==> src/rtl/mc8051_mem_arbiter_if.sv <==
// Bus bundle between the mc8051 requesters, the memory arbiter and the code/XRAM macro.
// Requester fields are packed per id: id i occupies [i*AW +: AW] / [i*DW +: DW].
interface mc8051_mem_arbiter_if #(
    parameter int AW = 16,
    parameter int DW = 8
);
    logic [2:0]      req;
    logic [2:0]      we;
    logic [3*AW-1:0] addr;
    logic [3*DW-1:0] wdata;
    logic [2:0]      ack;
    logic [DW-1:0]   rdata;
    logic [1:0]      gnt_id;
    logic            busy;
    logic            mem_cs;
    logic            mem_we;
    logic [AW-1:0]   mem_addr;
    logic [DW-1:0]   mem_wdata;
    logic [DW-1:0]   mem_rdata;

    modport slave (
        input  req, we, addr, wdata, mem_rdata,
        output ack, rdata, gnt_id, busy, mem_cs, mem_we, mem_addr, mem_wdata
    );

    modport master (
        output req, we, addr, wdata, mem_rdata,
        input  ack, rdata, gnt_id, busy, mem_cs, mem_we, mem_addr, mem_wdata
    );
endinterface

==> src/rtl/mc8051_mem_arbiter.sv <==
// Shares one single-port code/XRAM macro between IF (0), DX (1) and DBG (2) requesters.
// Define MC8051_ARB_RR_EN for round-robin arbitration; default is fixed priority DBG > DX > IF.
//
// state  | meaning
// IDLE   | sample req, latch winner's command and id
// ACCESS | single mem_cs cycle with the latched command
// WAIT   | read latency countdown, mem_rdata captured on the last cycle
// RESP   | one-cycle ack to the owner, req ignored
module mc8051_mem_arbiter #(
    parameter int AW          = 16,
    parameter int DW          = 8,
    parameter int WAIT_CYCLES = 1
) (
    input  logic                clk,
    input  logic                reset,
    mc8051_mem_arbiter_if.slave bus
);

    generate
        if (WAIT_CYCLES < 1 || WAIT_CYCLES > 15) begin : g_bad_wait
            $error("mc8051_mem_arbiter: WAIT_CYCLES must be in 1..15");
        end
    endgenerate

    localparam logic [3:0] WAIT_LOAD = 4'(WAIT_CYCLES - 1);

    typedef enum logic [1:0] {
        S_IDLE   = 2'd0,
        S_ACCESS = 2'd1,
        S_WAIT   = 2'd2,
        S_RESP   = 2'd3
    } state_t;

    state_t        state_q, state_d;
    logic [3:0]    wait_cnt_q, wait_cnt_d;
    logic          cmd_we_q, cmd_we_d;
    logic [2:0]    ack_q, ack_d;
    logic [DW-1:0] rdata_q, rdata_d;
    logic [1:0]    gnt_id_q, gnt_id_d;
    logic          busy_q, busy_d;
    logic          mem_cs_q, mem_cs_d;
    logic          mem_we_q, mem_we_d;
    logic [AW-1:0] mem_addr_q, mem_addr_d;
    logic [DW-1:0] mem_wdata_q, mem_wdata_d;

    logic [1:0]    win_id;
    logic          win_we;
    logic [AW-1:0] win_addr;
    logic [DW-1:0] win_wdata;

`ifdef MC8051_ARB_RR_EN
    logic [1:0] last_gnt_q, last_gnt_d;
    logic [1:0] pri0, pri1, pri2;

    // Search starts at the id after the last grant and walks the ring 0->1->2->0.
    always_comb begin
        pri0 = 2'd0;
        pri1 = 2'd1;
        pri2 = 2'd2;
        case (last_gnt_q)
            2'd0:    begin pri0 = 2'd1; pri1 = 2'd2; pri2 = 2'd0; end
            2'd1:    begin pri0 = 2'd2; pri1 = 2'd0; pri2 = 2'd1; end
            default: ;
        endcase
        win_id = pri2;
        if (bus.req[pri1]) win_id = pri1;
        if (bus.req[pri0]) win_id = pri0;
    end

    always_comb begin
        last_gnt_d = last_gnt_q;
        if (state_q == S_IDLE && |bus.req) last_gnt_d = win_id;
    end

    always_ff @(posedge clk) begin
        if (reset) last_gnt_q <= 2'd2;
        else       last_gnt_q <= last_gnt_d;
    end
`else
    always_comb begin
        win_id = 2'd0;
        if (bus.req[1]) win_id = 2'd1;
        if (bus.req[2]) win_id = 2'd2;
    end
`endif

    always_comb begin
        win_we    = bus.we[win_id];
        win_addr  = bus.addr[int'(win_id) * AW +: AW];
        win_wdata = bus.wdata[int'(win_id) * DW +: DW];
    end

    always_comb begin
        state_d     = state_q;
        wait_cnt_d  = wait_cnt_q;
        cmd_we_d    = cmd_we_q;
        ack_d       = 3'b000;
        rdata_d     = rdata_q;
        gnt_id_d    = gnt_id_q;
        mem_cs_d    = 1'b0;
        mem_we_d    = 1'b0;
        mem_addr_d  = mem_addr_q;
        mem_wdata_d = mem_wdata_q;

        case (state_q)
            S_IDLE: begin
                if (|bus.req) begin
                    state_d     = S_ACCESS;
                    gnt_id_d    = win_id;
                    cmd_we_d    = win_we;
                    mem_cs_d    = 1'b1;
                    mem_we_d    = win_we;
                    mem_addr_d  = win_addr;
                    mem_wdata_d = win_wdata;
                end
            end
            S_ACCESS: begin
                if (cmd_we_q) begin
                    state_d = S_RESP;
                    ack_d   = 3'b001 << gnt_id_q;
                end else begin
                    state_d    = S_WAIT;
                    wait_cnt_d = WAIT_LOAD;
                end
            end
            S_WAIT: begin
                if (wait_cnt_q == 4'd0) begin
                    state_d = S_RESP;
                    ack_d   = 3'b001 << gnt_id_q;
                    rdata_d = bus.mem_rdata;
                end else begin
                    wait_cnt_d = wait_cnt_q - 4'd1;
                end
            end
            S_RESP: begin
                state_d = S_IDLE;
            end
            default: begin
                state_d = S_IDLE;
            end
        endcase

        busy_d = (state_d != S_IDLE);
    end

    always_ff @(posedge clk) begin
        if (reset) begin
            state_q     <= S_IDLE;
            wait_cnt_q  <= 4'd0;
            cmd_we_q    <= 1'b0;
            ack_q       <= 3'b000;
            rdata_q     <= '0;
            gnt_id_q    <= 2'd0;
            busy_q      <= 1'b0;
            mem_cs_q    <= 1'b0;
            mem_we_q    <= 1'b0;
            mem_addr_q  <= '0;
            mem_wdata_q <= '0;
        end else begin
            state_q     <= state_d;
            wait_cnt_q  <= wait_cnt_d;
            cmd_we_q    <= cmd_we_d;
            ack_q       <= ack_d;
            rdata_q     <= rdata_d;
            gnt_id_q    <= gnt_id_d;
            busy_q      <= busy_d;
            mem_cs_q    <= mem_cs_d;
            mem_we_q    <= mem_we_d;
            mem_addr_q  <= mem_addr_d;
            mem_wdata_q <= mem_wdata_d;
        end
    end

    assign bus.ack       = ack_q;
    assign bus.rdata     = rdata_q;
    assign bus.gnt_id    = gnt_id_q;
    assign bus.busy      = busy_q;
    assign bus.mem_cs    = mem_cs_q;
    assign bus.mem_we    = mem_we_q;
    assign bus.mem_addr  = mem_addr_q;
    assign bus.mem_wdata = mem_wdata_q;

endmodule

==> src/flat_wrapper.sv <==
// flat-port wrapper written by rule: the top's interface ports become plain ports
module mc8051_mem_arbiter_flat 
#(
    parameter int AW          = 16,
    parameter int DW          = 8,
    parameter int WAIT_CYCLES = 1
)
  (clk, reset, bus_req, bus_we, bus_addr, bus_wdata, bus_mem_rdata, bus_ack, bus_rdata, bus_gnt_id, bus_busy, bus_mem_cs, bus_mem_we, bus_mem_addr, bus_mem_wdata);
  mc8051_mem_arbiter_if #(.AW(AW), .DW(DW)) bus_i ();
  input  logic clk;
  input  logic reset;
  input wire logic [$bits(bus_i.req)-1:0] bus_req;
  input wire logic [$bits(bus_i.we)-1:0] bus_we;
  input wire logic [$bits(bus_i.addr)-1:0] bus_addr;
  input wire logic [$bits(bus_i.wdata)-1:0] bus_wdata;
  input wire logic [$bits(bus_i.mem_rdata)-1:0] bus_mem_rdata;
  output wire logic [$bits(bus_i.ack)-1:0] bus_ack;
  output wire logic [$bits(bus_i.rdata)-1:0] bus_rdata;
  output wire logic [$bits(bus_i.gnt_id)-1:0] bus_gnt_id;
  output wire logic [$bits(bus_i.busy)-1:0] bus_busy;
  output wire logic [$bits(bus_i.mem_cs)-1:0] bus_mem_cs;
  output wire logic [$bits(bus_i.mem_we)-1:0] bus_mem_we;
  output wire logic [$bits(bus_i.mem_addr)-1:0] bus_mem_addr;
  output wire logic [$bits(bus_i.mem_wdata)-1:0] bus_mem_wdata;
  assign bus_i.req = bus_req;
  assign bus_i.we = bus_we;
  assign bus_i.addr = bus_addr;
  assign bus_i.wdata = bus_wdata;
  assign bus_i.mem_rdata = bus_mem_rdata;
  assign bus_ack = bus_i.ack;
  assign bus_rdata = bus_i.rdata;
  assign bus_gnt_id = bus_i.gnt_id;
  assign bus_busy = bus_i.busy;
  assign bus_mem_cs = bus_i.mem_cs;
  assign bus_mem_we = bus_i.mem_we;
  assign bus_mem_addr = bus_i.mem_addr;
  assign bus_mem_wdata = bus_i.mem_wdata;
  mc8051_mem_arbiter #(.AW(AW), .DW(DW), .WAIT_CYCLES(WAIT_CYCLES)) u_core (.clk(clk), .reset(reset), .bus(bus_i));
endmodule
==> config.mk <==
export PLATFORM = sky130hd
export DESIGN_NAME = mc8051_mem_arbiter_flat
export DESIGN_NICKNAME = d
export VERILOG_FILES = /design/src/rtl/mc8051_mem_arbiter_if.sv /design/src/rtl/mc8051_mem_arbiter.sv /design/src/flat_wrapper.sv
export SDC_FILE = /design/constraint.sdc
export NUM_CORES = 1
export LEC_CHECK = 0
export CORE_UTILIZATION = 32
export CTS_BUF_LIST = sky130_fd_sc_hd__clkbuf_4 sky130_fd_sc_hd__clkbuf_8
export DETAILED_ROUTE_END_ITERATION = 6
export DONT_BUFFER_PORTS = 1
export GPL_TIMING_DRIVEN = 0
export SLEW_MARGIN = 15
export SYNTH_ARGS = -nofsm -noshare
export SYNTH_HDL_FRONTEND = slang
export SYNTH_SLANG_ARGS = --single-unit
==> constraint.sdc <==
create_clock -name clk -period 1.8 [get_ports clk]
set_input_delay 0.18 -clock clk [delete_from_list [all_inputs] [get_ports clk]]
set_output_delay 0.18 -clock clk [all_outputs]
set_load 0.05 [all_outputs]
-- Word level (Yosys, flattened, before mapping)
Cells that the tools add are included.
- add/sub/neg operators: 1
- $lt $le $gt $ge: 1
- equal/unequal tests: 5
- shift-type cells: 3
- muxes and demuxes: 15
- bitwise logic cells: 2
- reduce and logical (&&, ||, !) cells: 10
- operators with widths (kind ; number):
    $shiftx 48x7->16 ; 1
    $shiftx 24x6->8 ; 1
    $mux 4 ; 2
    $pmux 2 s4 ; 1
    $pmux 4 s2 ; 1
    $mux 2 ; 3
    $mux 3 ; 2
    $pmux 3 s2 ; 1
    $reduce_or 3->1 ; 2
    $eq 2x2->1 const B ; 2
    $logic_not 4->1 ; 1
    $mux 1 ; 4
    $ne 2x2->1 const B ; 2
    $reduce_and 2->1 ; 2
    $reduce_bool 2->1 ; 2
    $sub 4x1->4 const B ; 1
    $lt 2x3->1 const B ; 1
    $reduce_and 3->1 ; 1
    $shl 1x2->3 const A ; 1
    $bmux 1 s2 ; 1
    $eq 2x1->1 const B ; 1
    $logic_not 2->1 ; 1
    $not 1->1 ; 2
    $reduce_or 2->1 ; 1
- register bits after elaboration: 47
- input port bits: 88
- output and inout bits: 40
- logic and storage cells: 48

-- Depth between registers and ports, before layout
Gate-level depths: netlist (run 1).
- depth after elaboration: 4
- depth in mapped cells: 7
- gate-level depth less buffers: 6

-- Worst setup path after synthesis (run 1)
OpenSTA, ideal clock, no wires.
- path kind: register to register
- start: reg u_core.state_q[0]
- end: reg u_core.mem_addr_q[0] (netlist: u_core.bus.mem_addr[0])
- setup time: 0.117 ns
- data arrival time: 1.359 ns
- required time: 1.683 ns
- path slack: 0.324 ns
- stages on the path, launching flop included: 8
- buffers on the path: 2
- period minus slack after synthesis: 1.476 ns
- cells stage by stage: dfxtp_1 -> inv_1 -> ha_1 -> o31ai_4 -> nor2b_1 -> buf_4 -> buf_6 -> a22o_1
- longest elaborated chain between the ends: 2
- ends and longest elaborated chain (item ; RTL line ; RTL):
    from (decl) ; mc8051_mem_arbiter.sv:34 ; state_t state_q, state_d;
    from (signal assigned) ; mc8051_mem_arbiter.sv:160 ; state_q <= state_d;
    $logic_not 2->1 ; mc8051_mem_arbiter.sv:105 ; case (state_q)
    $reduce_and 2->1 (no line) ; n/a ;
    to (signal assigned) ; mc8051_mem_arbiter.sv:169 ; mem_addr_q <= mem_addr_d;
    to (decl) ; mc8051_mem_arbiter.sv:43 ; logic [AW-1:0] mem_addr_q, mem_addr_d;
No other way between the ends.
A chain may end at the register's enable or synchronous reset.

-- Worst setup path after layout (run 1)
- start: reg u_core.state_q[0]
- end: reg u_core.wait_cnt_q[0]
- longest elaborated chain between the ends: 3
- elaborated cells between the ends (all ways): 7
- those cells by class: 4 x eq/ne; 1 x mux; 2 x reduce/logical
- ends and longest elaborated chain (item ; RTL line ; RTL):
    $eq 2x2->1 or $eq 2x1->1 (tied branches) ; mc8051_mem_arbiter.sv:105 ;
    $ne 2x2->1 (no line) or $reduce_bool 2->1 (tied branches) ; n/a ;
    $reduce_and 3->1 (no line) ; n/a ;
    to (signal assigned) ; mc8051_mem_arbiter.sv:161 ; wait_cnt_q <= wait_cnt_d;
    to (decl) ; mc8051_mem_arbiter.sv:35 ; logic [3:0] wait_cnt_q, wait_cnt_d;
Several ways; a longest one is shown, not always the timed one.

==> summary.txt, run 1 <==
Synth
  – Main flop type after synthesis: dfxtp_1
  – Synth unique cells: 34
  – Number of flops mapped to enable cells by yosys: 0
  – Cells after Synth: 242
  – Synth area leaders: dfxtp_1 42%, mux2i_1 11%, a22o_1 9.5%, nand2_1 6.8%, o21ai_0 6.8%
  – Post-synthesis register bit count: 47
  – Mean post-synth cell area: 9.19 um^2
  – Asr flop ratio synth: 0
  – Register area share after synthesis: 0.423
  – Yosys top cell by area: dfxtp_1
  – Syn. warnings: 0
  – Net Count, Synth: between 300 and 400
  – Synthesized cell area: approximately 2200 um^2
  – Post-synth top area share: 0.423

Global route
  – Number of global-route vias before repair: 1,675
  – Largest net degree at the start of global routing: 16
  – First-pass GRT wire length: 8.38 mm
  – GRT Util Overall: 0.151
  – Initial antenna violation count: 0
  – Grt ovf: 0

Floorplan
  – # rows: 30
  – Die Span Y: 85.4 um
  – DIE WIDTH: 85.4 um
  – Die area: 7290 um^2
  – Core Area: 6760 um^2
  – Effective utilization at floorplan: 0.329
  – I/O pin count: roughly 130

Setup path
  – Crit path max fanout: 10
  – CP Capture Type: flop
  – Reg-to-reg startpoint: u_core.state_q[0]$_SDFF_PP0_
  – Flop2flop setup slack: 0.14 ns
  – R2r worst-path depth: 7
  – Critical register-to-register path endpoint: u_core.wait_cnt_q[0]$_SDFFE_PP0P_
  – Worst EP arrival: 1.89 ns
  – CP Launch Type: flop
  – Required @ worst endpoint: roughly 2 ns
  – WS Path Type: reg2reg

Timing
  – Minimum clock period: approximately 1.7 ns
  – RSZ-0062 raised after global routing: false
  – Slew @ Worst Pin: roughly 0.64 ns
  – Final period util: 0.925
  – Rel. slew slack: 0.574
  – Final Hold Fails: 0
  – Worst clock skew: just under 0.008 ns
  – Slew Limit Fails: 0
  – Final setup viols: 0
  – Max Clock Freq: 601 MHz

Placement
  – Dpl hpwl: around 4.1 mm
  – Total placed cells including tap cells: 322
  – RePlAce Congestion: approximately 0.76
  – Number of port buffers: 0

Power
  – P per Cell Area: 1630 nW/um^2
  – Total Power: 4.06 mW
  – Leakage: 1.01 nW
  – VDD IR-drop max: 561 uV

Routing
  – Final wirelength: 5.58 mm
  – Post-route DRC violation count: 0
  – DRT Pass-1 Iters: 4
  – Routed via count: 1,816
  – Drt wl/cell: 16.7 um
  – DRT antenna net count: 0
  – Initial DRC Count: 55
  – Via/cell ratio: 5.42

Layout
  – Fillers: 690
  – Share of layout cells above drive strength 1: 0.0980
  – Non-Filler Instances: ~340
  – Synth-to-layout area growth: 12.3%
  – FF/Latch Area: 941 um^2
  – N_diodes: 0
  – Multi-input logic area: 1150 um^2
  – Nets: ~350

Hold path
  – Hold WC Path Type: in2reg
  – Worst hold stages: 2
  – Min-delay src: bus_mem_rdata[0]
  – Hold endpoint: u_core.bus.rdata[0]$_SDFFE_PP0P_

Job
  – Max-Cap Viols: 0

Clocking
  – TritonCTS Sinks: 47
  – Max H-tree Level: 2
  – Clock Latency Late Sink: ~0.30 ns
  – CTS tree: built
  – Clk pin slew, worst setup/hold paths: 0.09 ns
  – CTS Buf Count: 5
  – Setup bufs post-CTS: 0
  – Longest Clk Path Bufs: 2
  – Clock root buffer: clkbuf_8

Status
  – Outcome: finished, final reports clean
cells in the mapped netlist (all sizes together) (3+ instances only):
| master | instances |
|---|---|
| a21oi | 12 |
| a22o | 24 |
| buf | 12 |
| clkbuf | 7 |
| dfxtp | 47 |
| ha | 6 |
| inv | 6 |
| mux2i | 25 |
| nand2 | 40 |
| nand4 | 3 |
| nor2 | 3 |
| nor2b | 4 |
| nor3 | 4 |
| o21ai | 30 |
kinds of logic (layout without fill, tap and decap cells):
family	after synthesis	count (layout)	share of synthesized area
flops	47	47	0.423
fa+ha+maj	6	6	0.0338
simple gates	62	62	0.130
buf+inv	25	38	0.0613
compound gates	77	77	0.239
mux	25	25	0.113
worst max-delay path by stage:
| stage | start | to | slack [ns] |
|---|---|---|---|
| floorplan | u_core.state_q[0]$_SDFF_PP0_ | u_core.bus.mem_addr[0]$_SDFFE_PP0P_ | 0.32 |
| global placement | u_core.state_q[0]$_SDFF_PP0_ | u_core.bus.mem_addr[8]$_SDFFE_PP0P_ | -0.02 |
| detailed placement | u_core.state_q[0]$_SDFF_PP0_ | u_core.bus.mem_addr[8]$_SDFFE_PP0P_ | 0.0006 |
| CTS | u_core.state_q[0]$_SDFF_PP0_ | u_core.wait_cnt_q[0]$_SDFFE_PP0P_ | 0.02 |
| global route | u_core.state_q[0]$_SDFF_PP0_ | u_core.wait_cnt_q[0]$_SDFFE_PP0P_ | 0.002 |
| finish | u_core.state_q[0]$_SDFF_PP0_ | u_core.wait_cnt_q[0]$_SDFFE_PP0P_ | 0.14 |
metal layers:
| layer | up-vias | share of wire | track usage |
|---|---|---|---|
| li1 | 889 | - | - |
| met1 | 823 | 0.41 | 0.165 |
| met2 | 97 | 0.49 | 0.259 |
| met3 | 7 | 0.089 | 0.0661 |
| met4 | 0 | 0.011 | 0.0545 |
| met5 | - | 0 | 0 |
sequential cells by signal, indices dropped and copies added (netlist names):
name                  count
u_core.bus.ack            3
u_core.bus.busy           1
u_core.bus.gnt_id         2
u_core.bus.mem_addr      16
u_core.bus.mem_cs         1
u_core.bus.mem_wdata      8
u_core.bus.mem_we         1
u_core.bus.rdata          8
u_core.cmd_we_q           1
u_core.state_q            2
u_core.wait_cnt_q         4
report_power, final:
part | leakage (nW) | total, mW | internal [mW] | switching [mW]
clock | 0.0581 | 0.779 | 0.414 | 0.365
combinational | 0.571 | 1.03 | 0.463 | 0.570
sequential | 0.386 | 2.25 | 1.30 | 0.944
cell usage in the layout, fill, tap and decap left out, types with 2 or more instances in the layout:
master         count
dfxtp_1           47
nor2_1             2
buf_2              6
nand2_1           40
nor2b_1            4
clkbuf_8           5
dlygate4sd3_1      5
o21ai_0           30
a21oi_1           12
clkbuf_1           7
buf_6              4
a22o_1            24
ha_1               6
nor3_1             4
nor3b_1            2
mux2i_1           25
nand4_1            3
inv_1              6
critical path, cell delays in order, from the launching register on:
cell and delay (ns):
dfxtp_1 0.33, inv_1 0.12, ha_1 0.16, buf_2 0.18, nor4bb_2 0.29, clkbuf_4 0.28, o21ai_0 0.12, a21oi_1 0.12
stage by stage:
| step | worst slack [ns] | setup TNS [ns] | area, um^2 | util | hold slack, ns |
|---|---|---|---|---|---|
| 6_report | 0.136 | 0 | 2500 | 0.370 | 0.0230 |
| 3_3_place_gp | -0.0189 | -0.150 | 2320 | 0.344 | 0.318 |
| 3_5_place_dp | 0.000644 | 0 | 2320 | 0.344 | 0.325 |
| 5_1_grt | 0.00247 | 0 | 2500 | 0.370 | 0.00459 |
| 4_1_cts | 0.0198 | 0 | 2440 | 0.361 | 0.00225 |
| 2_1_floorplan | 0.324 | 0 | 2220 | - | 0.316 |
what timing repair did:
action,in CTS,in global routing
endpoints found under the hold margin,0,5
hold buffers,0,5
gates resized for setup,1,3
endpoints found under the setup margin,9,12
cell type report:
| type | instances | area share |
|---|---|---|
| clock buffer | 5 | 0.0276 |
| tap | 80 | 0.0401 |
| timing repair buffer | 5 | 0.0200 |
| inverter | 6 | 0.00902 |
| clock inverter | 3 | 0.0175 |
| multi-input combinational | 170 | 0.462 |
| sequential | 47 | 0.377 |
| buffer | 19 | 0.0466 |
Power figures use the tool's default switching activity.
==> run 2, diff against run 1 <==
REMOVE_ABC_BUFFERS = 1   (was not set)
==> summary.txt, run 2 (synthesis gave the netlist of run 1 again) <==
Status
  – Outcome: finished, final reports clean

Timing
  – Slew @ Worst Pin: 0.641 ns (+0.00360 ns)
  – RSZ-0062 raised after global routing: false
  – Final period util: 0.886 (-0.0385)
  – Final Hold Fails: 0 (unchanged)
  – Final setup viols: 0 (unchanged)
  – Worst clock skew: 0.00792 ns (+0.000138 ns)
  – Minimum clock period: 1.60 ns (-0.0693 ns)
  – Slew Limit Fails: 0 (unchanged)
  – Rel. slew slack: 0.571 (-0.00323)
  – Max Clock Freq: 627 MHz (+4.3%)
  – Final worst setup slack: 0.205 ns (+0.0693 ns)

Placement
  – Post-place setup slack: -0.193 ns (-0.193 ns)
  – Placement Cell Area: 2260 um^2 (-2.8%)
  – Dpl hpwl: 3.84 mm (-6.9%)
  – Number of port buffers: 0 (unchanged)
  – RePlAce Congestion: 0.737 (-3.2%)

Floorplan
  – Die area: 7290 um^2 (unchanged)
  – # rows: 30 (unchanged)
  – DIE WIDTH: 85.4 um (unchanged)
  – Effective utilization at floorplan: 0.329 (unchanged)
  – Core Area: 6760 um^2 (unchanged)
  – I/O pin count: 128 (unchanged)
  – Die Span Y: 85.4 um (unchanged)

Setup path
  – CP Capture Type: flop
  – Crit-path slowest cell: dfxtp_1
  – Cell Chain, Critical Path: inv_1, ha_2, nor4bb_4, buf_4, nand2_1, a21oi_1
  – Crit path max fanout: 9 (-1)
  – WS Path Type: reg2reg
  – Required @ worst endpoint: 2.02 ns (about the same)
  – Worst EP arrival: 1.81 ns (-0.08 ns)
  – CP peak stage delay: 0.33 ns (about the same)
  – CP Launch Type: flop

Global route
  – First-pass GRT wire length: 8.06 mm (-3.9%)
  – Initial antenna violation count: 0 (unchanged)
  – GRT Util Overall: 0.143 (-0.00746)
  – Largest net degree at the start of global routing: 55 (+39)
  – Grt ovf: 0 (unchanged)
  – Number of global-route vias before repair: 1,617 (-3.5%)

Layout
  – Fillers: 683 (-1.0%)
  – N_diodes: 0 (unchanged)
  – FF/Latch Area: 941 um^2 (unchanged)
  – Commonest non-fill, non-tap cells in the layout: 47 x dfxtp_1, 40 x nand2_1, 29 x o21ai_0
  – Multi-input logic area: 1190 um^2 (+3.5%)
  – Commonest non-fill, non-tap cell in the layout: dfxtp_1
  – Largest register FFs: 16 (unchanged)
  – Design Area, Final: 2430 um^2 (-2.6%)
  – Synth-to-layout area growth: 9.40%
  – Nets: 331 (-4.9%)
  – Share of layout cells above drive strength 1: 0.0882 (-0.00980)

Clocking
  – Clock Latency Late Sink: 0.30 ns (about the same)
  – CTS Buf Count: 5 (unchanged)
  – Clock root buffer: clkbuf_8
  – CTS tree: built
  – Clk pin slew, worst setup/hold paths: 0.09 ns (about the same)
  – Max H-tree Level: 2 (unchanged)
  – TritonCTS Sinks: 47 (unchanged)
  – Longest Clk Path Bufs: 2 (unchanged)

Routing
  – Routed via count: 1,770 (-2.5%)
  – DRT antenna net count: 0 (unchanged)
  – Drt wl/cell: 16.8 um (+0.83%)
  – Via/cell ratio: 5.57 (+2.7%)
  – Initial DRC Count: 60 (+9.1%)
  – Post-route DRC violation count: 0 (unchanged)
  – DRT Pass-1 Iters: 4 (unchanged)
  – Final wirelength: 5.34 mm (-4.3%)

Power
  – Total Power: 3.97 mW (-2.2%)
  – Leakage: 0.967 nW (-4.7%)
  – VDD IR-drop max: 437 uV (-22%)
  – P per Cell Area: 1630 nW/um^2 (+0.44%)

Job
  – Max-Cap Viols: 0 (unchanged)

Hold path
  – Hold WC Path Type: in2reg
-- run 2: changes by cell type in the layout (fill, tap and decap cells not counted), sizes merged --
cell,before,now
bufinv,1,0
buf,11,5
dlygate4sd3,5,2
clkinv,2,1
clkbuf,13,7
-- run 2: power breakdown --
group | internal, mW | switching, mW | total [mW] | leakage (nW)
Combinational | 0.524 | 0.549 | 1.07 | 0.532
Sequential | 1.30 | 0.945 | 2.25 | 0.386
Clock | 0.304 | 0.347 | 0.651 | 0.0491
-- run 2: worst max-delay path, delay by kind of cell (launching register included) --
kind	cells	cell delay (ns)
adder cells (fa/ha/maj)	1	0.32
AND/OR/NAND/NOR	2	0.39
buffers and inverters	2	0.34
AO/OA/AOI/OAI	1	0.12
flip-flops	1	0.33
-- run 2: layout make-up --
| cell class | instances | area share |
|---|---|---|
| multi-input cells | 170 | 0.491 |
| flip-flops and latches | 47 | 0.387 |
| well taps | 80 | 0.0412 |
| repair buffers | 7 | 0.0350 |
| clock buffers | 7 | 0.0345 |
| inverters | 6 | 0.00926 |
| clock inverters | 1 | 0.00206 |
-- run 2: final timing paths --
kind / startpoint / endpoint / slack [ns] / cells past startpoint
setup / recovery: u_core.state_q[0]$_SDFF_PP0_ / u_core.bus.rdata[0]$_SDFFE_PP0P_ / 0.20 / 6
hold / removal: bus_mem_rdata[7] / u_core.bus.rdata[7]$_SDFFE_PP0P_ / 0.009 / 2
setup reg to reg: u_core.state_q[0]$_SDFF_PP0_ / u_core.bus.rdata[0]$_SDFFE_PP0P_ / 0.20 / 6
hold reg to reg: u_core.wait_cnt_q[0]$_SDFFE_PP0P_ / u_core.wait_cnt_q[0]$_SDFFE_PP0P_ / 0.52 / 2
-- run 2: per-stage QoR --
stage / hold slack [ns] / utilization / instances / setup TNS (ns)
after global routing: 0.00706 / 0.360 / 318 / 0
after detailed placement: 0.254 / 0.334 / 306 / -0.936
after floorplan: 0.249 / - / 223 / -6.02
final: 0.00922 / 0.360 / 318 / 0
after global placement: 0.252 / 0.327 / 303 / -32.84
after CTS: 0.00234 / 0.353 / 315 / 0
-- run 2: what timing repair did --
action	4_1_cts	5_1_grt
hold endpoints to repair	17	1
gates cloned	0	0
endpoints found under the setup margin	19	26
hold buffers	1	1
setup buffers	0	2
resized for setup	4	4
-- run 2: per-layer routing --
metal | routed length (um) | share of wire | track usage
met5 | 0 | 0 | 0
met4 | 59 | 0.011 | 0.0409
met3 | 423 | 0.079 | 0.0399
met2 | 2610 | 0.49 | 0.249
met1 | 2250 | 0.42 | 0.172
==> run 3, diff against run 2 <==
CORE_ASPECT_RATIO = 0.75   (was not set)
GPL_TIMING_DRIVEN = not set   (was 0)
==> summary.txt, run 3 (synthesis gave the netlist of run 1 again) <==
Setup path
  – Cell family with the largest share of critical-path delay: buffers and inverters
  – CP Capture Type: flop
  – Worst EP arrival: 1.90 ns (+0.09 ns)
  – Buf/Inv on CP: 3 (+1)
  – Crit-path slowest cell: dlygate4sd3_1
  – Required @ worst endpoint: 1.98 ns (-0.04 ns)
  – Cell Chain, Critical Path: inv_1, ha_1, buf_4, a32oi_1, nor2_1, dlygate4sd3_1
  – CP peak stage delay: 0.54 ns (+0.21 ns)
  – CP Launch Type: flop
  – WS Path Type: reg2reg
  – Crit path max fanout: 3 (-6)

Job
  – Max-Cap Viols: 0 (unchanged)

Placement
  – Dpl hpwl: 3.62 mm (-5.7%)
  – Placement Cell Area: 2280 um^2 (+1.0%)
  – RePlAce Congestion: 0.724 (-1.8%)
  – Post-place setup slack: -0.135 ns (+0.0578 ns)
  – Number of port buffers: 0 (unchanged)
  – Total placed cells including tap cells: 311 (+1.6%)

Floorplan
  – Effective utilization at floorplan: 0.342 (+0.0127)
  – Core Area: 6510 um^2 (-3.7%)
  – I/O pin count: 128 (unchanged)
  – DIE WIDTH: 98.3 um (+15%)
  – # rows: 25 (-17%)
  – Die area: 7290 um^2 (about the same)
  – Die Span Y: 74.2 um (-13%)

Global route
  – Largest net degree at the start of global routing: 55 (unchanged)
  – First-pass GRT wire length: 7.74 mm (-3.9%)
  – Grt ovf: 0 (unchanged)
  – GRT Util Overall: 0.136 (-0.00662)
  – Initial antenna violation count: 0 (unchanged)
  – Number of global-route vias before repair: 1,539 (-4.8%)

Routing
  – Drt wl/cell: 15.6 um (-7.0%)
  – Via/cell ratio: 5.36 (-3.7%)
  – DRT Pass-1 Iters: 7 (+3)
  – Post-route DRC violation count: 3 (+3)
  – Routed via count: 1,732 (-2.1%)
  – Initial DRC Count: 69 (+15%)
  – DRT antenna net count: 0 (unchanged)
  – Final wirelength: 5.04 mm (-5.6%)

Status
  – Failing checks: design-rule violations
  – Outcome: finished, violations left

Clocking
  – Max H-tree Level: 2 (unchanged)
  – Clk pin slew, worst setup/hold paths: 0.09 ns (about the same)
  – Clock root buffer: clkbuf_8
  – CTS tree: built
  – Longest Clk Path Bufs: 2 (unchanged)
  – TritonCTS Sinks: 47 (unchanged)
  – Clock Latency Late Sink: 0.29 ns (about the same)
  – CTS Buf Count: 5 (unchanged)

Layout
  – Largest register FFs: 16 (unchanged)
  – Commonest non-fill, non-tap cells in the layout: 47 x dfxtp_1, 40 x nand2_1, 30 x o21ai_0
  – Synth-to-layout area growth: 10.3%
  – Design Area, Final: 2450 um^2 (+0.82%)
  – Non-Filler Instances: 323 (+1.6%)
  – N_diodes: 0 (unchanged)
  – Nets: 335 (+1.2%)
  – Share of layout cells above drive strength 1: 0.0909 (+0.00267)
  – Fillers: 639 (-6.4%)
  – Commonest non-fill, non-tap cell in the layout: dfxtp_1

Timing
  – Final worst setup slack: 0.0856 ns (-0.119 ns)
  – Worst clock skew: 0.00682 ns (-0.00110 ns)
  – Setup TNS: 0 ns (unchanged)
  – Max Clock Freq: 583 MHz (-7.0%)
  – Final period util: 0.952 (+0.0663)
  – Slew @ Worst Pin: 0.687 ns (+0.0457 ns)
  – Minimum clock period: 1.71 ns (+0.119 ns)
  – Final setup viols: 0 (unchanged)
  – Slew Limit Fails: 0 (unchanged)
  – RSZ-0062 raised after global routing: false
  – Rel. slew slack: 0.541 (-0.0305)
  – Final Hold Fails: 0 (unchanged)

Hold path
  – Hold WC Path Type: in2reg

Power
  – VDD IR-drop max: 635 uV (+45%)
  – P per Cell Area: 1670 nW/um^2 (+2.1%)
  – Leakage: 0.987 nW (+2.1%)
## run 3: through the flow
stage          hold WS (ns)   util  power, mW
6_report             0.0114  0.377       4.09
5_1_grt            0.000555  0.377       4.31
4_1_cts            0.000833  0.373       4.11
3_5_place_dp          0.255  0.351       3.28
3_3_place_gp          0.253  0.351       3.27
2_1_floorplan         0.249      -       2.92
## run 3: power breakdown
part / switching, mW / internal, mW
Clock: 0.348 / 0.450
Sequential: 0.952 / 1.30
Combinational: 0.526 / 0.510
Total: 1.83 / 2.26
## run 3: path summary, 6_finish.rpt
kind              slack (ns)  cells past startpoint                              start                           endpoint
hold / removal          0.01                      2                   bus_mem_rdata[3]   u_core.bus.rdata[3]$_SDFFE_PP0P_
setup reg to reg        0.09                      6       u_core.state_q[0]$_SDFF_PP0_  u_core.bus.gnt_id[0]$_SDFFE_PP0P_
hold reg to reg         0.52                      2  u_core.wait_cnt_q[0]$_SDFFE_PP0P_  u_core.wait_cnt_q[0]$_SDFFE_PP0P_
setup / recovery        0.09                      6       u_core.state_q[0]$_SDFF_PP0_  u_core.bus.gnt_id[0]$_SDFFE_PP0P_
## run 3: final cells by class
class / instances / area (um^2) / share of cell area
inverter: 6 / 22.5 / 0.00918
multi-input combinational: 170 / 1160 / 0.475
clock buffer: 6 / 82.6 / 0.0337
sequential: 47 / 941 / 0.384
timing repair buffer: 11 / 105 / 0.0429
clock inverter: 2 / 35.0 / 0.0143
tap: 81 / 101 / 0.0413
## run 3: routing by layer
layer / vias to the layer above / global-route usage / share of wire
met3: 2 / 0.0376 / 0.080
met4: 0 / 0.0348 / 0.0048
li1: 863 / - / -
met2: 85 / 0.223 / 0.45
met5: - / 0 / 0
met1: 782 / 0.181 / 0.46
## run 3: worst register-to-register path, cell delays in order, from the launching register on
cell and delay [ns]:
dfxtp_1 0.37, inv_1 0.07, ha_1 0.24, buf_4 0.15, a32oi_1 0.19, nor2_1 0.05
dlygate4sd3_1 0.54
## run 3: timing repair
| item | 4_1_cts | 5_1_grt |
|---|---|---|
| resized for setup | 1 | 2 |
| endpoints found under the hold margin | 18 | 2 |
| hold buffers | 2 | 2 |
| setup buffers | 0 | 0 |
| endpoints found under the setup margin | 25 | 13 |
